[config.mk]
export PLATFORM = sky130hd
export DESIGN_NAME = vdp18_cpu_vram_sched
export DESIGN_NICKNAME = d
export VERILOG_FILES = /design/src/rtl/vdp18_pkg.sv /design/src/rtl/vdp18_cpu_vram_sched.sv
export SDC_FILE = /design/constraint.sdc
export NUM_CORES = 1
export LEC_CHECK = 0
export CORE_ASPECT_RATIO = 0.6
export CORE_MARGIN = 2
export CORE_UTILIZATION = 45
export DETAILED_ROUTE_END_ITERATION = 8
export HOLD_SLACK_MARGIN = 0.06
export MAX_ROUTING_LAYER = met4
export PLACE_DENSITY = 0.8
export SLEW_MARGIN = 30
export SYNTH_ARGS = -nofsm -noshare
export SYNTH_HDL_FRONTEND = slang
export SYNTH_SLANG_ARGS = --single-unit
[constraint.sdc]
create_clock -name clk_i -period 2.02 [get_ports clk_i]
set_input_delay 0.606 -clock clk_i [delete_from_list [all_inputs] [get_ports clk_i]]
set_output_delay 0.606 -clock clk_i [all_outputs]
set_load 0.03 [all_outputs]
[src/rtl/vdp18_pkg.sv]
// Shared vdp18 types: VRAM access slot kinds and CPU scheduler types.
package vdp18_pkg;

  typedef enum logic [3:0] {
    AC_NONE,
    AC_PNT,
    AC_PGT,
    AC_PCT,
    AC_STST,
    AC_SATY,
    AC_SATX,
    AC_SATN,
    AC_SATC,
    AC_SPTH,
    AC_SPTL,
    AC_CPU
  } access_t;

  typedef enum logic [1:0] {
    NONE,
    RD,
    WR
  } cpu_req_t;

  typedef enum logic [1:0] {
    IDLE,
    WAIT_SLOT,
    ACCESS
  } cpu_sched_state_t;

endpackage

[src/rtl/vdp18_cpu_vram_sched.sv]
// CPU-side VRAM access scheduler: holds one pending read-ahead/write, waits for
// an AC_CPU slot, performs the access for one slot and advances the pointer.
module vdp18_cpu_vram_sched
  import vdp18_pkg::*;
#(
  parameter int ADDR_W = 14
) (
  input  logic              clk_i,
  input  logic              reset_i,
  input  logic              clk_en_acc_i,
  input  access_t           access_type_i,
  input  logic              addr_load_i,
  input  logic [ADDR_W-1:0] addr_i,
  input  logic              addr_rd_i,
  input  logic              wr_req_i,
  input  logic [7:0]        wdata_i,
  input  logic              rd_ack_i,
  input  logic [7:0]        vram_d_i,
  output logic              cpu_slot_o,
  output logic [ADDR_W-1:0] vram_a_o,
  output logic              vram_we_o,
  output logic [7:0]        vram_d_o,
  output logic [7:0]        rdata_o,
  output logic              busy_o,
  output logic              overrun_o
);

  cpu_sched_state_t  r_state, w_state_nxt;
  cpu_req_t          r_kind, w_kind_nxt;
  logic [7:0]        r_wdata, w_wdata_nxt;
  logic [ADDR_W-1:0] r_ptr, w_ptr_nxt;
  logic [7:0]        r_rdata, w_rdata_nxt;
  logic              r_cpu_slot, r_vram_we, r_overrun;
  logic [7:0]        r_vram_d;
  logic              w_req, w_cpu_slot_now, w_overrun, w_we_nxt;

  assign w_req          = addr_load_i | wr_req_i | rd_ack_i;
  assign w_cpu_slot_now = clk_en_acc_i && (access_type_i == AC_CPU);

  always_comb begin
    w_state_nxt = r_state;
    w_kind_nxt  = r_kind;
    w_wdata_nxt = r_wdata;
    w_ptr_nxt   = r_ptr;
    w_rdata_nxt = r_rdata;
    w_overrun   = 1'b0;
    case (r_state)
      IDLE, WAIT_SLOT: begin
        // A request in WAIT_SLOT replaces the pending one; a bare load cancels it
        if (w_req) begin
          if (addr_load_i) w_ptr_nxt = addr_i;
          if (wr_req_i) begin
            w_kind_nxt  = WR;
            w_wdata_nxt = wdata_i;
          end else if (addr_load_i) begin
            w_kind_nxt = addr_rd_i ? RD : NONE;
          end else begin
            w_kind_nxt = RD;
          end
          if (r_state == WAIT_SLOT) w_overrun = 1'b1;
        end
        if (w_kind_nxt == NONE)
          w_state_nxt = IDLE;
        else if ((r_state == WAIT_SLOT) && w_cpu_slot_now)
          w_state_nxt = ACCESS;
        else
          w_state_nxt = WAIT_SLOT;
      end
      ACCESS: begin
        if (w_req) w_overrun = 1'b1;
        if (clk_en_acc_i) begin
          if (r_kind == RD) w_rdata_nxt = vram_d_i;
          w_ptr_nxt   = r_ptr + ADDR_W'(1);
          w_kind_nxt  = NONE;
          w_state_nxt = IDLE;
        end
      end
      default: begin
        w_state_nxt = IDLE;
        w_kind_nxt  = NONE;
      end
    endcase
  end

  assign w_we_nxt = (w_state_nxt == ACCESS) && (w_kind_nxt == WR);

  always_ff @(posedge clk_i or posedge reset_i) begin
    if (reset_i) begin
      r_state    <= IDLE;
      r_kind     <= NONE;
      r_wdata    <= 8'h00;
      r_ptr      <= '0;
      r_rdata    <= 8'h00;
      r_cpu_slot <= 1'b0;
      r_vram_we  <= 1'b0;
      r_vram_d   <= 8'h00;
      r_overrun  <= 1'b0;
    end else begin
      r_state    <= w_state_nxt;
      r_kind     <= w_kind_nxt;
      r_wdata    <= w_wdata_nxt;
      r_ptr      <= w_ptr_nxt;
      r_rdata    <= w_rdata_nxt;
      r_cpu_slot <= (w_state_nxt == ACCESS);
      r_vram_we  <= w_we_nxt;
      r_vram_d   <= w_we_nxt ? w_wdata_nxt : 8'h00;
      r_overrun  <= w_overrun;
    end
  end

  assign cpu_slot_o = r_cpu_slot;
  assign vram_a_o   = r_ptr;
  assign vram_we_o  = r_vram_we;
  assign vram_d_o   = r_vram_d;
  assign rdata_o    = r_rdata;
  assign overrun_o  = r_overrun;
  assign busy_o     = (r_state != IDLE);

endmodule
==> results of run 1 <==
-- flip-flops by register name, summed over array words and instances (netlist names) --
| signal | cells |
|---|---|
| cpu_slot_o | 1 |
| overrun_o | 1 |
| r_kind | 2 |
| r_state | 2 |
| r_wdata | 8 |
| rdata_o | 8 |
| vram_a_o | 14 |
| vram_d_o | 8 |
| vram_we_o | 1 |
-- final timing paths --
| check | to | slack [ns] | cells past startpoint |
|---|---|---|---|
| worst max-delay path | vram_d_o[0]$_DFF_PP0_ | 0.01 | 5 |
| worst min-delay path | r_wdata[2]$_DFF_PP0_ | 0.50 | 1 |
| worst max register to register | vram_a_o[12]$_DFFE_PP0P_ | 0.14 | 5 |
| worst min register to register | r_wdata[2]$_DFF_PP0_ | 0.50 | 1 |
| max in group asynchronous | vram_a_o[10]$_DFFE_PP0P_ | 1.14 | 3 |
| min in group asynchronous | vram_a_o[1]$_DFFE_PP0P_ | 0.65 | 3 |
-- cells by family after synthesis --
family | after synthesis | synth area share, %
fa+ha+maj | 1 | 0.589
buf+inv | 17 | 3.89
compound gates | 47 | 14.1
mux | 18 | 9.42
flops | 45 | 53.0
simple gates | 66 | 19.0
-- placed cells by master, fill, tap and decap left out, types with 2 or more instances in the layout --
| cell type | instances |
|---|---|
| a21oi_1 | 16 |
| a21oi_2 | 3 |
| a2bb2oi_1 | 2 |
| a31oi_1 | 2 |
| buf_4 | 23 |
| clkbuf_8 | 6 |
| clkdlybuf4s50_1 | 61 |
| dfrtp_1 | 44 |
| dlygate4sd2_1 | 9 |
| dlymetal6s2s_1 | 4 |
| inv_1 | 5 |
| mux2_2 | 16 |
| mux2i_1 | 2 |
| nand2_1 | 13 |
| nand2b_1 | 3 |
| nand3_1 | 6 |
| nand3_2 | 2 |
| nand4_1 | 3 |
| nor2_1 | 8 |
| nor2b_1 | 3 |
| nor3_1 | 6 |
| nor4b_1 | 4 |
| nor4b_2 | 3 |
| nor4b_4 | 2 |
| o21ai_0 | 11 |
| o22a_1 | 2 |
| o22ai_1 | 3 |
| or4_1 | 2 |
-- per-stage QoR --
step | area (um^2) | instances | setup TNS, ns
after global routing | 3230 | 352 | -0.00123
after floorplan | 2120 | 194 | 0
after CTS | 3160 | 352 | 0
after global placement | 3080 | 344 | -3.83
final | 3230 | 352 | 0
after detailed placement | 3080 | 344 | -4.17
-- where the power goes --
part | internal (uW) | switching (uW) | total, uW
combinational | 228 | 229 | 457
sequential | 959 | 55.0 | 1010
clock | 278 | 307 | 584
total | 1460 | 591 | 2060
-- layout make-up --
type	instances	area [um^2]	share of cell area, %
Tap cell	63	78.8	2.44
Inverter	6	22.5	0.697
Sequential cell	45	1130	34.9
Clock buffer	6	82.6	2.56
Multi-Input combinational cell	132	972	30.1
Clock inverter	2	13.8	0.426
Timing Repair Buffer	98	932	28.9
-- repair_timing --
| item | in CTS | in global routing |
|---|---|---|
| endpoints found under the setup margin | 10 | 13 |
| hold buffers | 0 | 0 |
| pin swaps | 0 | 2 |
| gates resized for setup | 10 | 14 |
-- layer usage --
| layer | wire length (um) | vias to the layer above | GRT usage [%] | part of all wire, % |
|---|---|---|---|---|
| li1 | - | 904 | - | - |
| met1 | 2570 | 901 | 31.5 | 49 |
| met2 | 2250 | 69 | 31.6 | 43 |
| met3 | 444 | 2 | 5.55 | 8.4 |
| met4 | 17 | 0 | 4.20 | 0.32 |
| met5 | 0 | - | - | 0 |
==> flow_summary_export.csv, run 1 <==
group,metric,value,unit
outcome,status,"complete, no violations",
critical_path,cpMaxStageDelayCell,"clkdlybuf4s50_1",
critical_path,cp-end-kind,"register",
cells_and_area,n_fill_cell,360,
global_routing,grt_max_degree,46,
synthesis,synth-seq-area-share,53.0,%
clocking,htree_levels,2,
route,wl,5.28,mm
sta,whs,0.502,ns
cells_and_area,syn_to_final_growth,52.0,%
global_routing,grt_pass1_wl,8.82,mm
synthesis,synth_area_leaders,"dfrtp_1, mux2_2, a21oi_1, nor4b_1, o21ai_0",
die,rows,19,
clocking,cts_made_buffers,5,
cells_and_area,drive_gt1_share,23.5,%
clocking,cts_sinks,45,
power_and_ir_drop,peakVddDrop,0.000453,V
cells_and_area,final_util,70.8,%
sta,fin_worst_skew,0.00867,ns
synthesis,synth_top_area_share,53.0,%
hold_path,hold_class,"reg -> reg",
critical_path,arrival,2.20,ns
synthesis,synth_cells,194,
route,post-route-drc-count,0,
critical_path,cp-start-kind,"primary input",
hold_path,holdCritStartpoint,"r_wdata[2]$_DFF_PP0_",
critical_path,critPathKind,"in -> reg",
synthesis,synth_edf_count,0,
critical_path,cp.required,2.21,ns
placement,portBuffers,74,
global_routing,grt_use_total,21.8,%
critical_path,reg2reg_from,"vram_a_o[1]$_DFFE_PP0P_",
critical_path,cp_num_buf_inv,2,
synthesis,synth-seq-cells,45,
placement,pre_cts_ws,-0.316,ns
synthesis,syn_area,2120,um^2
clocking,cts_tree,"yes",
die,die_x,92.7,um
global_routing,grt_overflow,0,
route,post_drt_wl_per_cell,15.0,um
power_and_ir_drop,cellPowerDensity,637,nW/um^2
die,die_h,57.2,um
synthesis,syn_area_per_cell,11.0,um^2
clocking,cts-root-buf,"clkbuf_8",
synthesis,ys_warn_count,0,
sta,fin_crit,2.01,ns
sta,finalSetupViolCount,0,
sta,max_slew.worst_pin.slew,0.331,ns
sta,slew_headroom,77.6,%
synthesis,synth_top_area_cell,"dfrtp_1",
die,io_pins,75,
synthesis,synthesis.nets,236,
sta,final-hold-violation-count,0,
die,core,4560,um^2
sta,timing.final.ws_setup,0.0107,ns
clocking,cts_setup_buffers,0,
cells_and_area,nNetsFinal,330,
die,die_area,5310,um^2
power_and_ir_drop,p_leak,0.00139,uW
synthesis,async_reset_ff_share,100,%
placement,dpl.hpwl,4.04,mm
synthesis,ys.flop_type,"dfrtp_1",
synthesis,ys_types,45,
die,start_util,46.5,%
cells_and_area,n_antenna_cell,0,
synthesis,ys_top_cells_by_count,"dfrtp_1, a21oi_1, mux2_2",
critical_path,cpLargestDelayFamily,"simple AND/OR/NAND/NOR gates",
critical_path,worst-path-max-fanout,10,
clocking,clk_latency,0.29,ns
clocking,clkSlewWorstSetupHoldPaths,0.09,ns
route,drt-initial-drc-count,111,
synthesis,post-synth-top-count-cell,"dfrtp_1",
sta,slew_viol_final,0,
run,max_cap_viol_count,0,
placement,place_congestion,0.839,
global_routing,antenna_found_initial,0,
critical_path,slowest_delay,0.42,ns
sta,max_freq,0.498,GHz
clocking,cts_buffer_depth,2,
route,antenna_left,0,
route,first_pass_iters,4,
critical_path,crit_path_start,"addr_load_i",
sta,timing.final.crit_share,99.5,%
global_routing,grt_pass1_vias,1834,
route,viasPerCell,5.33,
critical_path,cp_cell_sequence,"clkdlybuf4s50_1 > buf_4 > or3_1 > a32o_2 > nor4b_1",
power_and_ir_drop,power,2060,uW
route,route.vias.total,1876,
No activity file was read; power rests on OpenSTA's default activity.
==> run 2: changes to the inputs <==
--- a/config.mk
+++ b/config.mk
@@ -6,7 +6,6 @@
 export NUM_CORES = 1
 export LEC_CHECK = 0
 export CORE_ASPECT_RATIO = 0.6
-export CORE_MARGIN = 2
 export CORE_UTILIZATION = 45
 export DETAILED_ROUTE_END_ITERATION = 8
 export HOLD_SLACK_MARGIN = 0.06
==> run 2 against run 1 <==
First-iteration DRC count increased by 27%. Maximum frequency rose by 0.98%. Clock power is 13% higher. Combinational power rose by 8.5%. Hold slack worse by 0.0056 ns. Register-to-register slack gained 0.02 ns. Flip-flop and latch count unchanged. Design area up 3.7%. Utilization increased by 6.7 points. Routed wire length rose by 11%.
==> flow_summary_export.csv, run 2 (same netlist as run 1, synthesis figures left out) <==
group,metric,value,unit
cells_and_area,largest_register_ffs,14,
die,die_x,90.7,um
die,die_h,55.2,um
route,antenna_left,0,
placement,dp.cells,340,
critical_path,r2r-end,"vram_a_o[12]$_DFFE_PP0P_",
critical_path,reg2reg_from,"vram_a_o[0]$_DFFE_PP0P_",
placement,portBuffers,74,
critical_path,cp.required,2.23,ns
global_routing,grt_use_total,23.8,%
placement,pre_cts_ws,-0.339,ns
route,post-route-drc-count,0,
route,viasPerCell,5.64,
cells_and_area,layout_common_cells,"clkdlybuf4s50_1, dfrtp_1, buf_4",
cells_and_area,drive_gt1_share,25.6,%
route,post_drt_wl_per_cell,16.8,um
power_and_ir_drop,swShare,27.9,%
die,die_area,5010,um^2
power_and_ir_drop,peakVddDrop,0.000504,V
critical_path,cp_cell_sequence,"clkdlybuf4s50_1 > and4b_1 > nand3_2 > o32a_1 > buf_6 > nor4b_4",
cells_and_area,instances_no_fill,349,
hold_path,hold_class,"reg -> reg",
power_and_ir_drop,p_switching,604,uW
cells_and_area,layout_commonest_cell,"clkdlybuf4s50_1",
placement,place_congestion,0.820,
clocking,cts_tree,"yes",
route,route.vias.total,1968,
sta,slew_headroom,72.2,%
sta,slew_viol_final,0,
critical_path,ff2ff_path_depth,5,
clocking,htree_levels,2,
critical_path,r2r_slack,0.16,ns
sta,finalSetupViolCount,0,
clocking,cts_sinks,45,
sta,fin_worst_skew,0.00862,ns
die,io_pins,75,
outcome,status,"complete, no violations",
run,max_cap_viol_count,0,
cells_and_area,n_antenna_cell,0,
die,start_util,49.1,%
global_routing,grt_pass1_wl,9.03,mm
clocking,clkSlewWorstSetupHoldPaths,0.08,ns
sta,final-hold-violation-count,0,
critical_path,cpMaxStageDelayCell,"clkdlybuf4s50_1",
power_and_ir_drop,p_leak,0.00144,uW
cells_and_area,nNetsFinal,331,
critical_path,cpLargestDelayFamily,"buffers and inverters",
hold_path,worstHoldPathCells,1,
critical_path,slowest_delay,0.45,ns
power_and_ir_drop,pwr-share-comb,22.9,%
placement,dpl.hpwl,3.82,mm
global_routing,grt_overflow,0,
route,drt-initial-drc-count,141,
sta,fin_crit,1.99,ns
sta,timing.final.crit_share,98.5,%
route,first_pass_iters,4,
die,core,4320,um^2
global_routing,grt_max_degree,46,
sta,max_slew.worst_pin.slew,0.412,ns
critical_path,cp_num_buf_inv,2,
sta,max_freq,0.503,GHz
die,rows,18,
critical_path,critPathKind,"in -> reg",
clocking,cts_made_buffers,5,
clocking,cts-root-buf,"clkbuf_8",
cells_and_area,syn_to_final_growth,57.7,%
critical_path,cp-end-kind,"register",
clocking,cts_buffer_depth,2,
critical_path,arrival,2.20,ns
sta,timing.final.ws_setup,0.0301,ns
cells_and_area,n_fill_cell,296,
power_and_ir_drop,intPower,1560,uW
power_and_ir_drop,cellPowerDensity,647,nW/um^2
power_and_ir_drop,power_frac_seq,46.7,%
critical_path,cp-start-kind,"primary input",
power_and_ir_drop,p_clk_share,30.5,%
global_routing,antenna_found_initial,0,
route,wl,5.86,mm
hold_path,hold_end,"r_wdata[0]$_DFF_PP0_",
critical_path,worst-path-max-fanout,6,
hold_path,holdCritStartpoint,"r_wdata[0]$_DFF_PP0_",
global_routing,grt_pass1_vias,1825,
clocking,clk_latency,0.30,ns
-- run 2: changes by cell type in the layout (fill, tap and decap cells not counted), sizes merged --
cell	delta
clkinv	-2
clkbuf	-1
clkdlybuf4s50	+1
dlygate4sd2	-1
a32o	+1
bufinv	+1
inv	+1
-- run 2: worst max path at each step --
stage	start	to	slack (ns)	cells after the start
after global placement	addr_load_i	vram_d_o[2]$_DFF_PP0_	-0.25	5
after detailed placement	addr_load_i	vram_d_o[5]$_DFF_PP0_	-0.34	5
final	access_type_i[3]	vram_d_o[7]$_DFF_PP0_	0.03	6
after floorplan	vram_a_o[0]$_DFFE_PP0P_	vram_a_o[12]$_DFFE_PP0P_	0.15	5
after CTS	access_type_i[1]	vram_d_o[7]$_DFF_PP0_	0.01	6
after global routing	access_type_i[3]	vram_d_o[7]$_DFF_PP0_	-0.04	6
-- run 2: power groups by stage --
stage | registers [uW] | clock network (uW) | logic [uW]
2_1_floorplan | 1100 | 0 | 153
3_3_place_gp | 1030 | 0 | 461
3_5_place_dp | 1030 | 0 | 468
4_1_cts | 1010 | 670 | 461
5_1_grt | 1020 | 711 | 533
6_report | 1010 | 660 | 496
-- run 2: what timing repair did --
| action | in CTS | in global routing |
|---|---|---|
| setup buffers | 0 | 1 |
| hold buffers | 0 | 0 |
| pin swaps | 0 | 9 |
| gates cloned | 0 | 1 |
| setup endpoints to repair | 11 | 13 |
| gates resized for setup | 11 | 25 |
| endpoints found under the hold margin | 0 | 0 |
-- run 2: cell type report --
| type | count | area [um^2] | area share [%] |
|---|---|---|---|
| sequential | 45 | 1130 | 33.6 |
| multi-input combinational | 133 | 1060 | 31.8 |
| timing repair buffer | 98 | 957 | 28.6 |
| tap | 60 | 75.1 | 2.24 |
| clock buffer | 5 | 68.8 | 2.05 |
| clock inverter | 2 | 35.0 | 1.05 |
| inverter | 6 | 22.5 | 0.672 |
-- run 2: through the flow --
step | hold slack (ns) | utilization, % | power [uW] | instance area (um^2) | TNS [ns]
2_1_floorplan | 0.466 | - | 1250 | 2120 | 0
3_3_place_gp | 0.479 | 71.2 | 1490 | 3080 | -3.62
3_5_place_dp | 0.481 | 71.2 | 1500 | 3080 | -4.06
4_1_cts | 0.500 | 73.7 | 2140 | 3190 | 0
5_1_grt | 0.527 | 77.5 | 2260 | 3350 | -0.0811
6_report | 0.497 | 77.5 | 2170 | 3350 | 0
-- run 2: metal layers --
| metal | global-route usage (%) | share of wire, % | vias up |
|---|---|---|---|
| met2 | 32.4 | 44 | 92 |
| met4 | 5.76 | 1.7 | 0 |
| met5 | - | 0 | - |
| met1 | 35.8 | 47 | 948 |
| li1 | - | - | 915 |
| met3 | 5.23 | 7.3 | 13 |
==> run 3: changes to the inputs <==
--- a/config.mk
+++ b/config.mk
@@ -8,7 +8,7 @@
 export CORE_ASPECT_RATIO = 0.6
 export CORE_UTILIZATION = 45
 export DETAILED_ROUTE_END_ITERATION = 8
-export HOLD_SLACK_MARGIN = 0.06
+export HOLD_SLACK_MARGIN = 0.05
 export MAX_ROUTING_LAYER = met4
 export PLACE_DENSITY = 0.8
 export SLEW_MARGIN = 30
==> results of run 3 <==
The final DEF is identical to that of run 2; final timing and power are the same.
